$ cat src/rtl/dircc_output_arbiter.sv
// dircc_output_arbiter
// Packet-atomic round-robin arbiter sharing one Avalon-ST output of the DiRCC
// router among NUM_INPUTS inputs (0=east, 1=north, 2=poets, 3=south, 4=west).
// A packet that wins on its SOP beat owns the output until its EOP beat has
// been accepted. Accepted beats go through a one-entry output register.
module dircc_output_arbiter #(
  parameter int NUM_INPUTS  = 5,
  parameter int DATA_WIDTH  = 32,
  parameter int EMPTY_WIDTH = 2
) (
  input  logic                              clk_clk,
  input  logic                              reset_reset,
  input  logic [NUM_INPUTS*DATA_WIDTH-1:0]  in_data,
  input  logic [NUM_INPUTS-1:0]             in_valid,
  output logic [NUM_INPUTS-1:0]             in_ready,
  input  logic [NUM_INPUTS-1:0]             in_startofpacket,
  input  logic [NUM_INPUTS-1:0]             in_endofpacket,
  input  logic [NUM_INPUTS*EMPTY_WIDTH-1:0] in_empty,
  input  logic [NUM_INPUTS-1:0]             in_request,
  output logic [DATA_WIDTH-1:0]             out_data,
  output logic                              out_valid,
  input  logic                              out_ready,
  output logic                              out_startofpacket,
  output logic                              out_endofpacket,
  output logic [EMPTY_WIDTH-1:0]            out_empty,
  output logic [NUM_INPUTS-1:0]             grant,
  output logic [15:0]                       pkt_count,
  output logic                              protocol_error
);

  localparam int IDX_W = (NUM_INPUTS > 1) ? $clog2(NUM_INPUTS) : 1;
  localparam logic [IDX_W-1:0] LAST_IDX = IDX_W'(NUM_INPUTS - 1);

  localparam logic [0:0] ST_IDLE   = 1'b0;
  localparam logic [0:0] ST_LOCKED = 1'b1;

  // Registered state
  logic [0:0]             state_q, state_d;
  logic [IDX_W-1:0]       ptr_q, ptr_d;
  logic [IDX_W-1:0]       lock_idx_q, lock_idx_d;
  logic [NUM_INPUTS-1:0]  grant_q, grant_d;
  logic                   out_valid_q, out_valid_d;
  logic [DATA_WIDTH-1:0]  out_data_q, out_data_d;
  logic                   out_sop_q, out_sop_d;
  logic                   out_eop_q, out_eop_d;
  logic [EMPTY_WIDTH-1:0] out_empty_q, out_empty_d;
  logic [15:0]            pkt_count_q, pkt_count_d;
  logic                   protocol_error_q, protocol_error_d;

  // Combinational helpers
  logic                   load;
  logic [NUM_INPUTS-1:0]  eligible;
  logic                   win_found;
  logic [IDX_W-1:0]       win_idx;
  logic                   sel_active;
  logic [IDX_W-1:0]       sel_idx;
  logic                   accept;
  logic [DATA_WIDTH-1:0]  sel_data;
  logic                   sel_sop;
  logic                   sel_eop;
  logic [EMPTY_WIDTH-1:0] sel_empty;
  logic                   idle_err;
  logic                   lock_err;

  function automatic logic [NUM_INPUTS-1:0] idx_onehot(input logic [IDX_W-1:0] idx);
    return NUM_INPUTS'(1) << idx;
  endfunction

  // Output register can take a beat, and which inputs hold a routed SOP
  always_comb begin
    load     = !out_valid_q || out_ready;
    eligible = in_valid & in_startofpacket & in_request;
  end

  // Round-robin search: first eligible index starting at ptr, wrapping
  always_comb begin
    int cand;
    cand      = 0;
    win_found = 1'b0;
    win_idx   = '0;
    for (int k = 0; k < NUM_INPUTS; k++) begin
      cand = int'(ptr_q) + k;
      if (cand >= NUM_INPUTS) begin
        cand = cand - NUM_INPUTS;
      end
      if (!win_found && eligible[cand]) begin
        win_found = 1'b1;
        win_idx   = IDX_W'(cand);
      end
    end
  end

  // Select the input currently allowed to move: lock owner or fresh winner
  always_comb begin
    if (state_q == ST_LOCKED) begin
      sel_active = 1'b1;
      sel_idx    = lock_idx_q;
    end else begin
      sel_active = win_found;
      sel_idx    = win_idx;
    end
  end

  // Ready goes only to the selected input, and only when the output can load
  always_comb begin
    in_ready = '0;
    if (!reset_reset && sel_active && load) begin
      in_ready = idx_onehot(sel_idx);
    end
  end

  // Mux the selected input's beat and detect a completed handshake
  always_comb begin
    sel_data  = in_data[int'(sel_idx)*DATA_WIDTH +: DATA_WIDTH];
    sel_sop   = in_startofpacket[sel_idx];
    sel_eop   = in_endofpacket[sel_idx];
    sel_empty = in_empty[int'(sel_idx)*EMPTY_WIDTH +: EMPTY_WIDTH];
    accept    = in_valid[sel_idx] && in_ready[sel_idx];
  end

  // Framing violations: SOP from a locked owner, or a mid-packet beat in IDLE
  always_comb begin
    idle_err = (state_q == ST_IDLE) &&
               (|(in_valid & in_request & ~in_startofpacket));
    lock_err = (state_q == ST_LOCKED) &&
               in_valid[lock_idx_q] && in_startofpacket[lock_idx_q];
  end

  // Next-state for the output register, lock FSM, counter and error flag
  always_comb begin
    state_d          = state_q;
    ptr_d            = ptr_q;
    lock_idx_d       = lock_idx_q;
    grant_d          = grant_q;
    out_valid_d      = out_valid_q;
    out_data_d       = out_data_q;
    out_sop_d        = out_sop_q;
    out_eop_d        = out_eop_q;
    out_empty_d      = out_empty_q;
    pkt_count_d      = pkt_count_q;
    protocol_error_d = protocol_error_q;

    if (accept) begin
      out_valid_d = 1'b1;
      out_data_d  = sel_data;
      out_sop_d   = sel_sop;
      out_eop_d   = sel_eop;
      out_empty_d = sel_empty;
    end else if (out_ready) begin
      out_valid_d = 1'b0;
    end

    if (accept && sel_eop) begin
      pkt_count_d = pkt_count_q + 16'd1;
    end

    if (state_q == ST_IDLE) begin
      if (accept) begin
        ptr_d = (win_idx == LAST_IDX) ? '0 : win_idx + IDX_W'(1);
        if (!sel_eop) begin
          state_d    = ST_LOCKED;
          lock_idx_d = win_idx;
          grant_d    = idx_onehot(win_idx);
        end
      end
    end else begin
      if (accept && sel_eop) begin
        state_d = ST_IDLE;
        grant_d = '0;
      end
    end

    if (idle_err || lock_err) begin
      protocol_error_d = 1'b1;
    end
  end

  // State registers with asynchronous active-high reset
  always_ff @(posedge clk_clk or posedge reset_reset) begin
    if (reset_reset) begin
      state_q          <= ST_IDLE;
      ptr_q            <= '0;
      lock_idx_q       <= '0;
      grant_q          <= '0;
      out_valid_q      <= 1'b0;
      out_data_q       <= '0;
      out_sop_q        <= 1'b0;
      out_eop_q        <= 1'b0;
      out_empty_q      <= '0;
      pkt_count_q      <= '0;
      protocol_error_q <= 1'b0;
    end else begin
      state_q          <= state_d;
      ptr_q            <= ptr_d;
      lock_idx_q       <= lock_idx_d;
      grant_q          <= grant_d;
      out_valid_q      <= out_valid_d;
      out_data_q       <= out_data_d;
      out_sop_q        <= out_sop_d;
      out_eop_q        <= out_eop_d;
      out_empty_q      <= out_empty_d;
      pkt_count_q      <= pkt_count_d;
      protocol_error_q <= protocol_error_d;
    end
  end

  assign out_data          = out_data_q;
  assign out_valid         = out_valid_q;
  assign out_startofpacket = out_sop_q;
  assign out_endofpacket   = out_eop_q;
  assign out_empty         = out_empty_q;
  assign grant             = grant_q;
  assign pkt_count         = pkt_count_q;
  assign protocol_error    = protocol_error_q;

endmodule

$ cat config.mk
export PLATFORM = sky130hd
export DESIGN_NAME = dircc_output_arbiter
export DESIGN_NICKNAME = d
export VERILOG_FILES = /design/src/rtl/dircc_output_arbiter.sv
export SDC_FILE = /design/constraint.sdc
export NUM_CORES = 1
export LEC_CHECK = 0
export ABC_AREA = 1
export CAP_MARGIN = 20
export CORE_ASPECT_RATIO = 1.5
export CORE_MARGIN = 2
export CORE_UTILIZATION = 43
export CTS_BUF_LIST = sky130_fd_sc_hd__clkbuf_2 sky130_fd_sc_hd__clkbuf_4 sky130_fd_sc_hd__clkbuf_8
export CTS_CLUSTER_SIZE = 12
export DETAILED_ROUTE_END_ITERATION = 12
export MAX_ROUTING_LAYER = met4
export PLACE_DENSITY = 0.83
export RECOVER_POWER = 25
export SETUP_SLACK_MARGIN = 0.3
export SYNTH_ARGS = -nofsm -noshare
export SYNTH_HDL_FRONTEND = slang
export SYNTH_SLANG_ARGS = --single-unit
$ cat constraint.sdc
create_clock -name clk_clk -period 4 [get_ports clk_clk]
set_input_delay 0.6 -clock clk_clk [delete_from_list [all_inputs] [get_ports clk_clk]]
set_output_delay 0.6 -clock clk_clk [all_outputs]
set_load 0.01 [all_outputs]
-- Yosys cells after proc, flatten, opt, wreduce, memory -nomap -nowiden
Cells that the tools add are included.
- add/subtract/negate cells: 11
- reductions and logical operators: 25
- shift-type cells: 4
- multiplexer cells: 56
- eq/ne operators: 3
- bitwise gates (word level): 7
- magnitude comparators: 12
- operators by type and width (operator ; count):
    less-than comparator 32 x 5 -> 1 bit (second input constant) ; 5
    2-to-1 mux 32 bit ; 5
    variable part select 160 x 9 -> 32 bit ; 1
    binary-select mux 1 bit (select 3 bit) ; 11
    2-to-1 mux 1 bit ; 28
    2-to-1 mux 5 bit ; 5
    2-to-1 mux 3 bit ; 7
    AND 5 bit ; 4
    subtractor 4 x 3 -> 5 bit (second input constant) ; 4
    adder 16 x 1 -> 16 bit (second input constant) ; 1
    greater-or-equal comparator 4 x 3 -> 1 bit (second input constant) ; 4
    logical AND 1 bit ; 11
    variable part select 10 x 5 -> 2 bit ; 1
    left shift 1 x 3 -> 5 bit (first input constant) ; 2
    adder 3 x 2 -> 4 bit (second input constant) ; 2
    less-than comparator 3 x 4 -> 1 bit (second input constant) ; 2
    zero test 1 bit ; 6
    AND reduction 3 bit ; 2
    NOT 5 bit ; 1
    OR reduction 5 bit ; 1
    adder 3 x 1 -> 4 bit (second input constant) ; 1
    adder 3 x 3 -> 4 bit (second input constant) ; 1
    nonzero test 2 bit ; 2
    subtractor 3 x 3 -> 4 bit (second input constant) ; 1
    8 further kinds ; 10
- word-level logic and storage cells: 129
- output and inout port bits: 64
- flip-flop bits (word level): 66

-- Logic depth before layout (Yosys ltp)
- word-level depth: 28
- depth in mapped cells: 34
- depth with buffers taken out: 32

-- Least setup slack after synthesis
OpenSTA, ideal clock, no wires.
- kind: reg2out
- start: reg ptr_q[1]
- end: out in_ready[4]
- data arrival time: 2.962 ns
- required time: 3.400 ns
- path slack: 0.438 ns
- stages on the path, launching flop included: 26
- path through: dfrtp_1 > inv_1 > ha_1 > inv_1 > ha_1 > inv_1 > nand2_2 > inv_1 > nand2_1 > nand2_1 > nand2_1 > nand3_1 > nand3_1 > nand2_2 > nand3_2 > nor2_4 > nand2_2 > nor2_1 > nor2_2 > nand3_2 > nand2_4 > nand2_4 > inv_4 > nand2_1 > buf_2 > nor2_1
- word-level cells in the longest chain between the ends: 22
- elaborated cells on any way between the ends: 58
- classes of those cells: add/sub (9); order compare (5); shift (1); mux (33); reduce/logical (10)
- ends and longest elaborated chain (item ; line ; RTL):
    from (decl) ; 39 ; logic [IDX_W-1:0] ptr_q, ptr_d;
    from (signal assigned) ; 194 ; ptr_q <= ptr_d;
    branches (longest 21 deep; another with subtractor 4 x 3 -> 5 bit) ; n/a ;
    2-to-1 mux 5 bit * ; 107 ; if (!reset_reset && sel_active && load) begin
    to (decl) ; 15 ; output logic [NUM_INPUTS-1:0] in_ready,
Mark *: on every way between the ends. The select of a mux whose other input is x is not followed.

-- Worst setup path in the final report
- start: reg ptr_q[1]
- end: out in_ready[1]
The elaborated chain is that of the path after synthesis.

==> impl_metrics.py <==
metrics = {
    "synth": {
        "postSynth.asyncResetShare_pct": 100,
        "ys.flop_type": "dfrtp_1",
        "synth_common_cells": "334 x nand2_1, 91 x inv_1, 66 x dfrtp_1",
        "synth_edf_count": 0,
        "synth_most_common_cell": "nand2_1",
        "syn_inst": 889,
        "synthTopCellsByArea": "dfrtp_1 30%, nand2_1 22%, inv_1 6.1%",
        "synth_area_per_cell_um2": 6.29,
        "synthDistinctLibCells": 40,
        "seq_area_frac_synth_pct": 29.5,
        "syn-num-nets": 1099,
        "ys_seq_elements": 66,
        "synth_top_cell_by_area": "dfrtp_1",
        "synth_area_um2": 5600,
        "synth.top_cell.area_share_pct": 29.5,
        "yosysWarnings": 0,
    },
    "grt": {
        "overflow": 0,
        "grt_pass1_vias": 7090,
        "antenna_found_initial": 0,
        "grt_max_degree": 69,
        "grt_pass1_wl_um": 35200,
        "grt_usage_pct": 33.1,
    },
    "floorplanning": {
        "die_w_um": 97.1,
        "num_rows": 51,
        "core_area_um2": 12800,
        "dieHeight_um": 144,
        "die-area_um2": 14000,
        "start_util_pct": 43.6,
        "boundaryPins": 257,
    },
    "sta": {
        "hold_viol": 0,
        "relSlewSlack_pct": 31.2,
        "setup_viol": 0,
        "holdWs_ns": 0.492,
        "max_freq_mhz": 264,
        "finalMaxSlewViolations": 0,
        "tightest_slew_ns": 1.03,
        "setup_slack_ns": 0.214,
        "min_period_over_period_pct": 94.7,
        "fin_tns_setup_ns": 0,
        "fin_skew_ns": 0.0178,
        "rsz0062_at_grt": "true",
        "post-route-min-period_ns": 3.79,
    },
    "final_layout": {
        "syn2layout_area_growth_pct": 78.3,
        "drive_gt1_share_pct": 21.6,
        "diodes": 0,
        "nets": 1437,
        "post-route-util_pct": 77.8,
        "nFillCells": 967,
        "postLayoutCellArea_um2": 9980,
        "layoutNonFillerInstCount": 1391,
    },
    "setup_path": {
        "cp_max_fo": 8,
        "critPathKind": "flip-flop to primary output",
        "timing.reg2reg.setup_slack_ns": 0.29,
        "timing.critical_path.buf_inv": 7,
        "required_ns": 3.40,
        "cpMostUsedCell": "nand3_2",
        "startpoint_type": "flip-flop",
        "end_kind": "primary output",
        "cpPeakStageDelay_ns": 0.43,
        "slowest_stage": "dfrtp_1",
        "critical_path.cell_chain": "buf_6 -> ha_4 -> buf_4 -> inv_4 -> nand4_1 -> buf_4 -> nand3_2 -> nand3_2 -> nand3_2 -> nand3_2 -> nand3_4 -> buf_4 -> o31a_1 -> nand3_1 -> nand3_1 -> nand2_2 -> buf_6 -> nor4_4 -> buf_2",
        "crit_family": "simple AND/OR/NAND/NOR gates",
        "critPathArrivalTime_ns": 3.19,
    },
    "drt": {
        "vias_per_cell": 5.31,
        "vias": 7387,
        "drc": 0,
        "ant_nets": 0,
        "drt_iter0_drc": 352,
        "wl_per_cell_um": 17.7,
        "routed_wl_um": 24600,
        "drt_pass1_iterations": 5,
    },
    "pwr": {
        "p_total_mw": 11.5,
        "ir_drop_mv": 0.539,
        "p_leak_nw": 4.60,
        "pwr_density_cell_nw_per_um2": 1150,
    },
    "place": {
        "post-place-cells": 1327,
        "port_buffers": 256,
        "dpl_worst_slack_ns": -0.0919,
        "place_area_um2": 8670,
        "dp_hpwl_um": 18100,
        "gp_congestion": 0.995,
    },
    "status": {
        "status": "completed",
    },
    "cts": {
        "insertion_delay_ns": 0.35,
        "cts.sinks": 66,
        "path_clk_slew_ns": 0.06,
        "numCtsBuffers": 9,
        "cts_max_level": 3,
        "cts_max_path_buffers": 2,
        "cts_tree": "built",
        "cts-root-buf": "clkbuf_8",
    },
    "run": {
        "drv_cap": 0,
    },
    "worst_hold_path": {
        "hold_class": "flip-flop to flip-flop",
    },
}
## layout by cell type (no fill, tap or decap), drive strengths merged, types with 3 or more instances in the layout
cell type	n
clkdlybuf4s50	250
nor4	5
xor2	4
nand4	51
clkbuf	12
ha	17
o211ai	3
dfrtp	66
a21oi	39
inv	103
nand2	349
nor3	5
xnor2	10
nor2	72
nand3	60
buf	106
a31oi	4
clkinv	3
o21ai	60
## final timing paths
path | startpoint | end | depth (start not counted)
hold / removal | out_data[0] | out_data[0] | 2
hold reg to reg | out_data[0] | out_data[0] | 2
setup / recovery | ptr_q[1] | in_ready[1] | 19
setup reg to reg | ptr_q[1] | pkt_count[3] | 30
max in group asynchronous | reset_reset | ptr_q[2] | 3
min in group asynchronous | reset_reset | protocol_error | 2
## worst register-to-register path, delay by kind of cell, from the launching register on
kind	cells	cell delay (ns)
AND/OR/NAND/NOR	23	2.16
buffers and inverters	6	0.87
adder cells (fa/ha/maj)	1	0.17
flip-flops	1	0.43
## cell type report
type,count,area [um^2],area share (%)
Tap cell,159,199,1.99
Timing Repair Buffer,360,3540,35.5
Inverter,101,404,4.05
Multi-Input combinational cell,689,3960,39.7
Clock inverter,7,100,1.00
Clock buffer,9,124,1.24
Sequential cell,66,1650,16.6
## routing by layer
layer	wire (um)	vias to the layer above	track usage [%]
li1	-	3541	-
met1	8670	3451	34.3
met2	13500	320	61.8
met3	1140	75	4.38
met4	1300	0	15.8
met5	0	-	-
## cells by family after synthesis
kind of cell	count (synthesis)	share of synthesized area (%)
XOR/XNOR	14	2.46
AO/OA/AOI/OAI	112	10.8
AND/OR/NAND/NOR	545	43.1
flip-flops	66	29.5
adder cells (fa/ha/maj)	17	3.80
buffers and inverters	135	10.3
## where the power goes
part,internal [mW],leakage [nW],switching [mW]
Sequential,0.939,0.850,0.226
Combinational,4.07,3.64,5.61
Clock,0.356,0.114,0.295
Total,5.36,4.60,6.13
## registers in the layout (all words and copies together), names as in the netlist, named ones only
| name | flops |
|---|---|
| out_endofpacket | 1 |
| grant | 5 |
| pkt_count | 16 |
| lock_idx_q | 3 |
| out_data | 32 |
| out_valid | 1 |
| protocol_error | 1 |
| ptr_q | 3 |
| out_startofpacket | 1 |
| out_empty | 2 |
## repair_timing
item | in CTS | in global routing
gates resized for setup | 89 | 105
endpoints found under the setup margin | 64 | 70
setup buffers | 22 | 23
hold buffers | 0 | 0
endpoints found under the hold margin | 0 | 0
pin swaps | 30 | 50
cloned | 0 | 3
(Power assumes the default switching activity.)
